File: config.mk
export PLATFORM = sky130hd
export DESIGN_NAME = botoes_condicionador
export DESIGN_NICKNAME = d
export VERILOG_FILES = /design/src/rtl/botoes_condicionador.sv
export SDC_FILE = /design/constraint.sdc
export NUM_CORES = 1
export LEC_CHECK = 0
export ABC_AREA = 1
export BUFFER_PORTS_ARGS = -buffer_cell sky130_fd_sc_hd__buf_2
export CORE_ASPECT_RATIO = 1.2
export CORE_UTILIZATION = 30
export DETAILED_ROUTE_END_ITERATION = 8
export PLACE_DENSITY = 0.43
export SYNTH_ARGS = -nofsm -noshare
export SYNTH_HDL_FRONTEND = slang
export SYNTH_HIERARCHICAL = 1
export SYNTH_SLANG_ARGS = --single-unit
File: constraint.sdc
create_clock -name clk -period 3.6 [get_ports clk]
set_input_delay 0 -clock clk [delete_from_list [all_inputs] [get_ports clk]]
set_output_delay 0 -clock clk [all_outputs]
set_load 0.005 [all_outputs]
File: src/rtl/botoes_condicionador.sv
// botoes_condicionador: input-side conditioner for the LED puzzle.
// Eight raw, bouncy push buttons become one-hot single-cycle toggle pulses
// (at most one per clock), debounced levels, and a saturating move counter.
// Each button has its own 2-FF synchronizer and debounce FSM. The FSMs feed
// a shared pending register that drains lowest-index-first.

// ---------------------------------------------------------------------------
// Per-button channel: synchronizer + debounce FSM.
// evento_o is a one-cycle strobe, asserted in the cycle the FSM is about to
// enter PRESSIONADO. It is combinational on purpose: the pending bit has to be
// set on the same edge the FSM takes that transition.
// ---------------------------------------------------------------------------
module botoes_condicionador_canal #(
   parameter int DEBOUNCE_CICLOS = 50000
) (
   input  logic clk,
   input  logic rst,
   input  logic bruto_i,
   output logic evento_o,
   output logic pressionado_o
);

   localparam int CNT_W = $clog2(DEBOUNCE_CICLOS);
   localparam logic [CNT_W-1:0] CNT_MAX = CNT_W'(DEBOUNCE_CICLOS - 1);

   typedef enum logic [1:0] {
      SOLTO        = 2'd0,
      VALIDA_PRESS = 2'd1,
      PRESSIONADO  = 2'd2,
      VALIDA_SOLTA = 2'd3
   } estado_t;

   logic            sync1_q;
   logic            s_q;
   estado_t         estado_q;
   logic [CNT_W-1:0] cnt_q;
   logic            pressionado_q;

   // Two-stage synchronizer for the asynchronous raw line
   always_ff @(posedge clk or negedge rst) begin
      if (!rst) begin
         sync1_q <= 1'b0;
         s_q     <= 1'b0;
      end else begin
         sync1_q <= bruto_i;
         s_q     <= sync1_q;
      end
   end

   // Debounce FSM: a level change is accepted only after the counter
   // walks 0..DEBOUNCE_CICLOS-1 with the synchronized input stable
   always_ff @(posedge clk or negedge rst) begin
      if (!rst) begin
         estado_q      <= SOLTO;
         cnt_q         <= '0;
         pressionado_q <= 1'b0;
      end else begin
         case (estado_q)
            SOLTO: begin
               if (s_q) begin
                  estado_q <= VALIDA_PRESS;
                  cnt_q    <= '0;
               end
            end
            VALIDA_PRESS: begin
               if (!s_q) begin
                  estado_q <= SOLTO;
               end else if (cnt_q == CNT_MAX) begin
                  estado_q      <= PRESSIONADO;
                  pressionado_q <= 1'b1;
               end else begin
                  cnt_q <= cnt_q + CNT_W'(1);
               end
            end
            PRESSIONADO: begin
               if (!s_q) begin
                  estado_q <= VALIDA_SOLTA;
                  cnt_q    <= '0;
               end
            end
            VALIDA_SOLTA: begin
               if (s_q) begin
                  estado_q <= PRESSIONADO;
               end else if (cnt_q == CNT_MAX) begin
                  estado_q      <= SOLTO;
                  pressionado_q <= 1'b0;
               end else begin
                  cnt_q <= cnt_q + CNT_W'(1);
               end
            end
            default: begin
               estado_q      <= SOLTO;
               pressionado_q <= 1'b0;
            end
         endcase
      end
   end

   // Press strobe: last cycle of a successful press qualification
   assign evento_o      = (estado_q == VALIDA_PRESS) && s_q && (cnt_q == CNT_MAX);
   assign pressionado_o = pressionado_q;

endmodule

// ---------------------------------------------------------------------------
// Top: array of channels, pending queue, one-hot arbiter, move counter.
// ---------------------------------------------------------------------------
module botoes_condicionador #(
   parameter int N_BOTOES        = 8,
   parameter int DEBOUNCE_CICLOS = 50000,
   parameter int JOGADAS_W       = 8
) (
   input  logic                 clk,
   input  logic                 rst,
   input  logic [N_BOTOES-1:0]  botoes_brutos,
   input  logic                 habilita,
   input  logic                 limpa_jogadas,
   output logic [N_BOTOES-1:0]  botoes_pulso,
   output logic [N_BOTOES-1:0]  pressionados,
   output logic                 jogada_valida,
   output logic [JOGADAS_W-1:0] jogadas,
   output logic [N_BOTOES-1:0]  db_pendentes
);

   logic [N_BOTOES-1:0]  evento;
   logic [N_BOTOES-1:0]  pressionado_w;
   logic [N_BOTOES-1:0]  sel;
   logic                 emite;

   logic [N_BOTOES-1:0]  pendente_q, pendente_d;
   logic [N_BOTOES-1:0]  pulso_q, pulso_d;
   logic                 valida_q, valida_d;
   logic [JOGADAS_W-1:0] jogadas_q, jogadas_d;

   for (genvar i = 0; i < N_BOTOES; i++) begin : g_canal
      botoes_condicionador_canal #(
         .DEBOUNCE_CICLOS(DEBOUNCE_CICLOS)
      ) u_canal (
         .clk          (clk),
         .rst          (rst),
         .bruto_i      (botoes_brutos[i]),
         .evento_o     (evento[i]),
         .pressionado_o(pressionado_w[i])
      );
   end

   // Lowest set pending bit (two's-complement isolate trick)
   assign sel   = pendente_q & (~pendente_q + N_BOTOES'(1));
   assign emite = habilita && (pendente_q != '0);

   // Queue / arbiter / counter next state. Clear beats everything; with
   // habilita low the queue is flushed and new events are dropped. The
   // emitted bit is cleared before OR-ing in new events so a same-index
   // re-press is kept and emitted later.
   always_comb begin
      pendente_d = '0;
      pulso_d    = '0;
      valida_d   = 1'b0;
      jogadas_d  = jogadas_q;
      if (limpa_jogadas) begin
         jogadas_d = '0;
      end else if (habilita) begin
         pendente_d = (pendente_q & ~sel) | evento;
         if (emite) begin
            pulso_d  = sel;
            valida_d = 1'b1;
            if (jogadas_q != '1)
               jogadas_d = jogadas_q + JOGADAS_W'(1);
         end
      end
   end

   // Register queue, pulse outputs and move counter
   always_ff @(posedge clk or negedge rst) begin
      if (!rst) begin
         pendente_q <= '0;
         pulso_q    <= '0;
         valida_q   <= 1'b0;
         jogadas_q  <= '0;
      end else begin
         pendente_q <= pendente_d;
         pulso_q    <= pulso_d;
         valida_q   <= valida_d;
         jogadas_q  <= jogadas_d;
      end
   end

   assign botoes_pulso  = pulso_q;
   assign jogada_valida = valida_q;
   assign jogadas       = jogadas_q;
   assign pressionados  = pressionado_w;
   assign db_pendentes  = pendente_q;

endmodule
After elaboration in Yosys (flattened, before gate mapping)
Index checks and enable logic that the tools add are counted.
Cells by class
  add/subtract/negate cells: 10
  eq/ne operators: 97
  multiplexer cells: 156
  bitwise gates (word level): 5
  reduce and logical (&&, ||, !) cells: 62
Operator list (count)
  16-bit two-way mux: 40
  16-bit one-hot mux with 4 select lines: 8
  16-bit by 1-bit adder with 16-bit output (second input constant): 8
  16-bit == test (second input constant): 8
  2-bit two-way mux: 48
  8-bit two-way mux: 9
  2-bit by 1-bit != test with 1-bit output (second input constant): 32
  2-bit one-hot mux with 4 select lines: 8
  4-bit AND reduction: 16
  5-bit AND reduction: 8
  1-bit two-way mux: 35
  2-bit == test (second input constant): 16
  2-bit != test (second input constant): 16
  3-bit by 1-bit != test with 1-bit output (second input constant): 8
  3-bit != test (second input constant): 8
  2-bit nonzero test: 11
  1-bit logical AND: 17
  8-bit by 1-bit adder with 8-bit output (second input constant): 2
  8-bit AND: 2
  2-bit by 1-bit == test with 1-bit output (second input constant): 8
  2-bit zero test: 8
  8-bit NOT: 2
  1-bit one-hot mux with 2 select lines: 8
  8-bit != test (second input constant): 1
  3 further kinds: 3
Word-level totals
  bits in registers: 193
  input bits: 12
  output and inout port bits: 33
  logic and storage cells: 374

Longest topological paths before layout
Gate-level depths: netlist (run 1).
  depth in word-level cells: 8
  gate-level depth with buffers: 10
  gate-level depth less buffers: 9

Modules after synthesis
Netlist (run 1), hierarchy kept.
Modules (own cells, without submodules)
  botoes_condicionador_canal at g_canal[0].u_canal ...: times used 6, cells each 187, area each 1311.3 um^2, sequential area each 525.5 um^2
  botoes_condicionador_canal at g_canal[7].u_canal: times used 1, cells each 189, area each 1295.0 um^2, sequential area each 525.5 um^2
  botoes_condicionador_canal at g_canal[2].u_canal: times used 1, cells each 184, area each 1292.5 um^2, sequential area each 525.5 um^2
  botoes_condicionador: times used 1, cells each 146, area each 1233.7 um^2, sequential area each 625.6 um^2

Least setup slack after synthesis (run 1)
OpenSTA, ideal clock, no wires.
  path type: flip-flop to flip-flop
  start: register g_canal[7].u_canal.cnt_q[0]
  end: register g_canal[7].u_canal.cnt_q[2]
  library setup time: 65 ps
  data arrival time: 1325 ps
  data required time: 3535 ps
  slack: 2210 ps
  stages on the path, launching flop included: 9
  path buffers: 1
  clock period less this slack: 1390 ps
  path through: dfrtp_1 > ha_1 > nand3_2 > inv_2 > nand3_4 > o21ai_4 > buf_6 > nand2_1 > nand2_1
On the way
  word-level cells in the longest chain between the ends: 4
  elaborated cells between the ends (all ways): 6
  classes of those cells: 1 x add/sub; 1 x eq/ne; 4 x mux
Ends and longest elaborated chain
  start, declared: RTL line 36  | logic [CNT_W-1:0] cnt_q;
  start signal, assigned: RTL line 72  | cnt_q <= cnt_q + CNT_W'(1);
  start signal, assigned: RTL line 88  | cnt_q <= cnt_q + CNT_W'(1);
  16-bit by 1-bit adder with 16-bit output / 16-bit == test (equally long branches)
  16-bit two-way mux (*): RTL line 68, 84
  16-bit two-way mux, on equally long branches: RTL line 82, 66
  16-bit one-hot mux with 4 select lines (*): RTL line 58  | case (estado_q)
Mark *: on every way between the ends. The rest lies on a longest branch, timed or not. The select of a mux whose other input is x is not followed.
A chain may end at the register's enable or synchronous reset.

Final worst setup path (run 1)
  start: register g_canal[0].u_canal.cnt_q[0]
  end: register pendente_q[0] (netlist: db_pendentes[0])
On the way
  word-level cells in the longest chain between the ends: 5
Ends and longest elaborated chain
  start, declared: RTL line 36
  start signal, assigned: RTL line 72
  start signal, assigned: RTL line 88
  16-bit == test: RTL line 100  | assign evento_o = (estado_q == VALIDA_PRESS) && s_q && (cnt_q == CNT_MAX);
  1-bit logical AND: RTL line 100
  net evento[0]: RTL line 125  | logic [N_BOTOES-1:0] evento;
  8-bit OR: RTL line 163  | pendente_d = (pendente_q & ~sel) | evento;
  8-bit two-way mux: RTL line 162  | end else if (habilita) begin
  8-bit two-way mux: RTL line 160  | if (limpa_jogadas) begin
  net pendente_d[0]: RTL line 130  | logic [N_BOTOES-1:0] pendente_q, pendente_d;
  end signal, assigned: RTL line 181  | pendente_q <= pendente_d;
  end, declared: RTL line 130
The timed path passes the listed nets, and every way through them passes these cells.

==> metrics.md, run 1 <==
| Metric | Value |
|---|---|
| Worst EP required | 3.98 ns |
| GRT overflow | 0 |
| Vias in the first global route | 9584 |
| R2R depth | 8 |
| CP Capture Point | db_pendentes[0]$_DFF_PN0_ |
| Psw | 0.00113 W |
| Gr usage total | 0.149 |
| Drt drc | 0 |
| First-pass GRT wire length | 47.5 mm |
| Die X | 182 um |
| Reg2reg end | db_pendentes[0]$_DFF_PN0_ |
| #FFs+latches synth | 193 |
| CTS buffer count | 17 |
| Final WL | 27.8 mm |
| Post-DP HPWL | 20.2 mm |
| Critical-path cell list | ha_1 > nand2_1 > nor2_2 > nand3_2 > nor2_1 > nand2_1 > nor2_1 > dlygate4sd3_1 |
| Crit path DAT | 2.52 ns |
| TritonCTS clock tree | built |
| Layout cells sized above 1 | 0.111 |
| Internal | 0.00335 W |
| Startpoint types | flip-flop |
| Final nets | 1714 |
| Net count after synthesis | 1662 |
| Drt pass-1 iters | 5 |
| Final Cycle Share | 0.594 |
| Resized Gates After CTS | 0 |
| Flop2flop setup slack | 1.46 ns |
| Vias | 9648 |
| Final Wtd Congestion | 0.841 |
| Crit path max fanout | 4 |
| CTS H-tree depth | 4 |
| R2R Path Start | g_canal[0].u_canal/cnt_q[0]$_DFFE_PN0P_ |
| Switch share | 0.251 |
| Setup TNS | 0 ns |
| Via/cell ratio | 4.41 |
| PD cells | 345 nW/um2 |
| Synth Warn # | 6 |
| Max-slew headroom | 0.440 |
| DIE AREA | 39800 um2 |
| Routed WL per cell | 12.7 um |
| Largest net degree at the start of global routing | 102 |
| Slew Limit Fails | 0 |
| Syn Inst Count | 1641 |
| Clock Latency Late Sink | 0.46 ns |
| Clock Pin Slew Worst Setup and Hold Paths | 0.07 ns |
| RSZ-0062 raised after global routing | no |
| Area grow syn2layout | 11.1% |
| Layout fillers | 4121 |
| Tightest Hold Check Type | in -> async |
| Crit path kind | reg -> reg |
| Number of distinct library cells after synthesis | 31 |
| Slew @ Worst Pin | 0.841 ns |
| Tmin final | 2.14 ns |
| Antenna diode count | 0 |
| Maxcap violations | 0 |
| Post-CTS Setup Inserts | 0 |
| DRT antenna net count | 0 |
| Fin Clk Skew | 0.0148 ns |
| Final Hold Fails | 0 |
| CTS Buffer Depth | 2 |
| Iter 0 DRT Violations | 415 |
| Final Power | 0.00448 W |
| Number of I/O pins | 45 |
| Crit path from | g_canal[0].u_canal/cnt_q[0]$_DFFE_PN0P_ |
| Sequential share of power | 0.504 |
| Seq/Total Area, Yosys | 0.413 |
| Antenna violations before repair | 0 |
| Logic pwr share | 0.051 |
| Max Clock Freq | 0.468 GHz |
| Final setup violating endpoints | 0 |
| Sink Count | 193 |
| Slowest stage delay, CP | 0.60 ns |
| Max IR drop VDD | 0.338 mV |
| Initial cell density of the core | 0.307 |
| Mean post-synth cell area | 7.12 um2 |
| Status | finished clean |
| Reg area | 4830 um2 |
| Leak | 6.57 nW |
| Row Count | 78 |
| Area of the multi-input gates | 5840 um2 |
| Root buffer cell | clkbuf_16 |
| Critical Path End Type | flip-flop |
| CORE AREA | 38100 um2 |
| Die H | 218 um |
| PortBufs | 44 |
| Synth Cell Area | 11700 um2 |
| Worst path slowest cell | dlygate4sd3_1 |
| Clock power share | 0.445 |
## state kept, by name, indices dropped and copies added (netlist names), named ones only
signal	cells
g_canal.u_canal/sync1_q	8
g_canal.u_canal/pressionado_o	8
g_canal.u_canal/cnt_q	128
db_pendentes	8
jogada_valida	1
g_canal.u_canal/s_q	8
g_canal.u_canal/estado_q	8
jogadas	8
botoes_pulso	8
## logic make-up after synthesis
logic type,after synthesis,synth area share
compound gates,22,0.0106
xor+xnor,76,0.0569
fa+ha+maj,9,0.00963
buf+inv,221,0.0871
flops,193,0.413
simple gates,1120,0.422
## timing repair
item / in CTS / in global routing
hold buffers: 12 / 0
endpoints found under the setup margin: 0 / 0
endpoints found under the hold margin: 111 / 0
## power groups by stage
stage	Combinational (W)	Clock, W	Sequential [W]
after floorplan	0.000158	0	0.00229
after global placement	0.000230	0	0.00230
after detailed placement	0.000231	0	0.00230
after CTS	0.000240	0.00210	0.00226
after global routing	0.000269	0.00217	0.00227
final	0.000228	0.00199	0.00226
## layout make-up
type,count,share of cell area
inverters,196,0.0568
clock buffers,19,0.0349
multi-input cells,1227,0.450
flip-flops and latches,193,0.372
well taps,480,0.0462
repair buffers,58,0.0291
clock inverters,13,0.0117
## per-stage QoR
stage	util	instance area [um2]	hold slack, ns	worst slack, ns	cells
after floorplan	-	11700	-0.296	2.21	1641
final	0.341	13000	0.149	1.46	2186
after global placement	0.322	12300	0.108	1.92	2142
after global routing	0.341	13000	0.156	1.33	2186
after CTS	0.341	13000	0.148	1.43	2186
after detailed placement	0.322	12300	0.109	1.94	2142
## synthesized netlist by cell type (all sizes together)
cell / instances / area share
nor3: 4 / 0.0017
dfrtp: 193 / 0.41
or2: 7 / 0.0050
xnor2: 12 / 0.0090
nand2: 694 / 0.24
nor2: 259 / 0.094
inv: 196 / 0.063
o21ai: 9 / 0.0048
nand3: 118 / 0.059
xor2: 64 / 0.048
nand4: 32 / 0.018
ha: 9 / 0.0096
o21bai: 1 / 0.00064
buf: 25 / 0.024
nand3b: 6 / 0.0039
a21oi: 12 / 0.0051
## cells in the final DEF (no fill, tap or decap), types with 2 or more instances in the layout
cell type | synthesis | routed
a21oi_1 | 12 | 12
buf_2 | 10 | 43
bufinv_16 | 0 | 2
clkbuf_16 | 0 | 17
clkbuf_8 | 0 | 2
clkinv_2 | 0 | 2
clkinv_4 | 0 | 3
clkinvlp_4 | 0 | 2
dfrtp_1 | 193 | 193
dlygate4sd3_1 | 0 | 12
ha_1 | 9 | 9
inv_1 | 177 | 177
inv_2 | 18 | 18
inv_6 | 0 | 2
inv_8 | 0 | 2
nand2_1 | 667 | 667
nand2_2 | 11 | 11
nand2_4 | 9 | 9
nand2_8 | 7 | 7
nand3_1 | 101 | 101
nand3_2 | 15 | 15
nand3_4 | 2 | 2
nand3b_1 | 6 | 6
nand4_1 | 31 | 31
nor2_1 | 218 | 218
nor2_2 | 37 | 37
nor2_4 | 3 | 3
nor3_1 | 4 | 4
o21ai_0 | 8 | 8
or2_4 | 6 | 6
xnor2_1 | 12 | 12
xor2_1 | 64 | 64
## worst max-delay path, delay by kind of cell (launching register included)
| family | cells | cell delay (ns) |
|---|---|---|
| buffers and inverters | 1 | 0.60 |
| AND/OR/NAND/NOR | 6 | 0.86 |
| adder cells (fa/ha/maj) | 1 | 0.21 |
| flip-flops | 1 | 0.40 |
## worst min-delay path by stage
stage	end	slack [ns]	depth (start not counted)
3_5_place_dp	g_canal[5].u_canal/sync1_q$_DFF_PN0_	0.11	1
4_1_cts	g_canal[5].u_canal/sync1_q$_DFF_PN0_	0.15	2
6_report	g_canal[3].u_canal/s_q$_DFF_PN0_	0.15	2
5_1_grt	g_canal[5].u_canal/sync1_q$_DFF_PN0_	0.16	2
3_3_place_gp	g_canal[3].u_canal/pressionado_o$_DFFE_PN0P_	0.11	1
2_1_floorplan	botoes_pulso[0]$_DFF_PN0_	-0.30	0
## per-layer routing
layer,share of wire,up-vias,global-route usage
li1,-,5102,-
met1,0.47,4442,0.183
met2,0.49,75,0.264
met3,0.018,29,0.0222
met4,0.018,0,0.0557
met5,0,-,0
Note: power is estimated with default switching activity, not from simulation.
==> run 2, diff against run 1 <==
--- a/config.mk
+++ b/config.mk
@@ -5,7 +5,7 @@
 export SDC_FILE = /design/constraint.sdc
 export NUM_CORES = 1
 export LEC_CHECK = 0
-export ABC_AREA = 1
+export ABC_AREA = 0
 export BUFFER_PORTS_ARGS = -buffer_cell sky130_fd_sc_hd__buf_2
 export CORE_ASPECT_RATIO = 1.2
 export CORE_UTILIZATION = 30
==> constraint.sdc (replaced) <==
create_clock -name clk -period 2.1 [get_ports clk]
set_input_delay 0 -clock clk [delete_from_list [all_inputs] [get_ports clk]]
set_output_delay 0 -clock clk [all_outputs]
set_load 0.005 [all_outputs]
==> metrics.md, run 2 <==
| Metric | Value |
|---|---|
| Row Count | 74 |
| Post-DP HPWL | 18.0 mm |
| Max-slew headroom | 0.637 |
| Die X | 173 um |
| Post-synth top cells | 193 x dfrtp_1, 101 x nand2_1, 63 x nor2_1 |
| Slew Limit Fails | 0 |
| Largest register FFs | 128 |
| First-pass GRT wire length | 44.8 mm |
| WHS | 0.0258 ns |
| Max Clock Freq | 0.489 GHz |
| Final Power | 0.00833 W |
| Synth top area cells | dfrtp_1 46%, mux2i_1 5.0%, nand2_1 3.6% |
| Number of distinct library cells after synthesis | 53 |
| Commonest cells after routing, fill and taps aside | 192 x dfrtp_1, 101 x nand2_1, 98 x buf_4 |
| Drt pass-1 iters | 5 |
| Sink Count | 193 |
| PortBufs | 44 |
| Worst EP required | 2.43 ns |
| Antenna violations before repair | 0 |
| Final nets | 1203 |
| Post-synth ARST share | 1.00 |
| Final Cycle Share | 0.975 |
| Final Hold Fails | 0 |
| Final setup violating endpoints | 0 |
| Largest area contributor in the netlist | dfrtp_1 |
| Clock Latency Late Sink | 0.44 ns |
| Drt drc | 0 |
| Critical Path End Type | flip-flop |
| CTS Buffer Depth | 2 |
| Antenna diode count | 0 |
| Maxcap violations | 0 |
| Max IR drop VDD | 0.511 mV |
| CORE AREA | 34400 um2 |
| PD cells | 663 nW/um2 |
| Leak | 5.92 nW |
| Switch share | 0.255 |
| GRT overflow | 0 |
| Most common cell after layout, fill and taps aside | dfrtp_1 |
| Logic pwr share | 0.095 |
| Largest net degree at the start of global routing | 61 |
| Layout cells sized above 1 | 0.187 |
| Startpoint types | flip-flop |
| Crit path DAT | 2.38 ns |
| Internal | 0.00621 W |
| Clock power share | 0.408 |
| Most flops, register | g_canal.u_canal/cnt_q |
| Top FF cell, synth | dfrtp_1 |
| Die H | 208 um |
| CTS H-tree depth | 4 |
| Status | finished clean |
| Crit path max fanout | 5 |
| Mean post-synth cell area | 9.92 um2 |
| DRT antenna net count | 0 |
| TritonCTS clock tree | built |
| Syn Inst Count | 1065 |
| Vias | 8544 |
| Final WL | 26.5 mm |
| Initial cell density of the core | 0.307 |
| Root buffer cell | clkbuf_16 |
| Iter 0 DRT Violations | 528 |
| Crit path kind | reg -> reg |
| Via/cell ratio | 5.18 |
| Tmin final | 2.05 ns |
| Fin Clk Skew | 0.00942 ns |
| Synth Warn # | 6 |
| Synth Cell Area | 10600 um2 |
| Sequential share of power | 0.498 |
| Clock Pin Slew Worst Setup and Hold Paths | 0.07 ns |
| Gr usage total | 0.153 |
| Vias in the first global route | 8229 |
| #FFs+latches synth | 193 |
| Final Wtd Congestion | 0.745 |
| DIE AREA | 36000 um2 |
| Routed WL per cell | 16.0 um |
| EDFF count, synth | 0 |
| Post-synth top area share | 0.457 |
| Number of I/O pins | 45 |
| Most frequent cell after synthesis | dfrtp_1 |
| Tightest Hold Check Type | in -> reg |
| Psw | 0.00212 W |
| RSZ-0062 raised after global routing | yes |
| Area grow syn2layout | 19.1% |
| Seq/Total Area, Yosys | 0.457 |
| CTS buffer count | 17 |
| Slew @ Worst Pin | 0.544 ns |
| Net count after synthesis | 1086 |
[run 2: routing by layer]
layer	up-vias	GRT usage	wire length, um
met5	-	0	0
met4	0	0.0467	386
met3	19	0.0311	870
met2	101	0.245	12300
met1	4152	0.207	12900
li1	4272	-	-
[run 2: worst paths after layout]
check,from,to,slack (ns),depth (start not counted)
min in group asynchronous,rst,g_canal[3].u_canal/cnt_q[7]$_DFFE_PN0P_,0.08,2
min reg2reg,g_canal[6].u_canal/sync1_q$_DFF_PN0_,g_canal[6].u_canal/s_q$_DFF_PN0_,0.35,0
max in group asynchronous,rst,g_canal[3].u_canal/sync1_q$_DFF_PN0_,1.35,3
max,g_canal[0].u_canal/cnt_q[5]$_DFFE_PN0P_,g_canal[0].u_canal/cnt_q[0]$_DFFE_PN0P_,0.05,4
min,habilita,botoes_pulso[3]$_DFF_PN0_,0.03,4
max reg2reg,g_canal[0].u_canal/cnt_q[5]$_DFFE_PN0P_,g_canal[0].u_canal/cnt_q[0]$_DFFE_PN0P_,0.05,4
[run 2: area by class of cell]
| type | instances | area, um2 |
|---|---|---|
| clock inverter | 10 | 134 |
| timing repair buffer | 157 | 1160 |
| multi-input combinational | 774 | 5280 |
| tap | 456 | 571 |
| fill | 3423 | 21800 |
| inverter | 39 | 146 |
| clock buffer | 22 | 464 |
| sequential | 193 | 4830 |
[run 2: stage by stage]
stage / instance area (um2) / std cells / utilization / worst slack, ns / setup TNS [ns]
2_1_floorplan: 10600 / 1065 / - / 0.0588 / 0
3_3_place_gp: 11700 / 1594 / 0.341 / 0.0106 / 0
3_5_place_dp: 11700 / 1594 / 0.341 / -0.00100 / -0.00100
4_1_cts: 12400 / 1636 / 0.362 / 0.0117 / 0
5_1_grt: 12600 / 1651 / 0.366 / -0.00968 / -0.0110
6_report: 12600 / 1651 / 0.366 / 0.0534 / 0
[run 2: power groups by stage]
| stage | clock network [W] | registers (W) | logic [W] |
|---|---|---|---|
| global placement | 0 | 0.00421 | 0.000761 |
| floorplan | 0 | 0.00416 | 0.000538 |
| finish | 0.00340 | 0.00415 | 0.000788 |
| detailed placement | 0 | 0.00422 | 0.000766 |
| CTS | 0.00355 | 0.00414 | 0.000784 |
| global route | 0.00370 | 0.00419 | 0.000891 |
[run 2: cells by family after synthesis]
group	synth area share
compound gates	0.157
fa+ha+maj	0.0107
simple gates	0.257
xor+xnor	0.0133
flops	0.457
mux	0.0577
buf+inv	0.0473
[run 2: repair_timing]
item | in CTS | in global routing
gates resized for setup | 1 | 12
setup endpoints to repair | 1 | 18
setup buffers | 0 | 15
hold buffers | 10 | 0
pin swaps | 0 | 12
hold endpoints to repair | 191 | 0
[run 2: worst max-delay path, stage by stage (launching register included)]
cell	delay [ns]
dfrtp_1	0.39
or4bb_1	0.55
or4_4	0.59
nand2_4	0.11
mux2_4	0.30
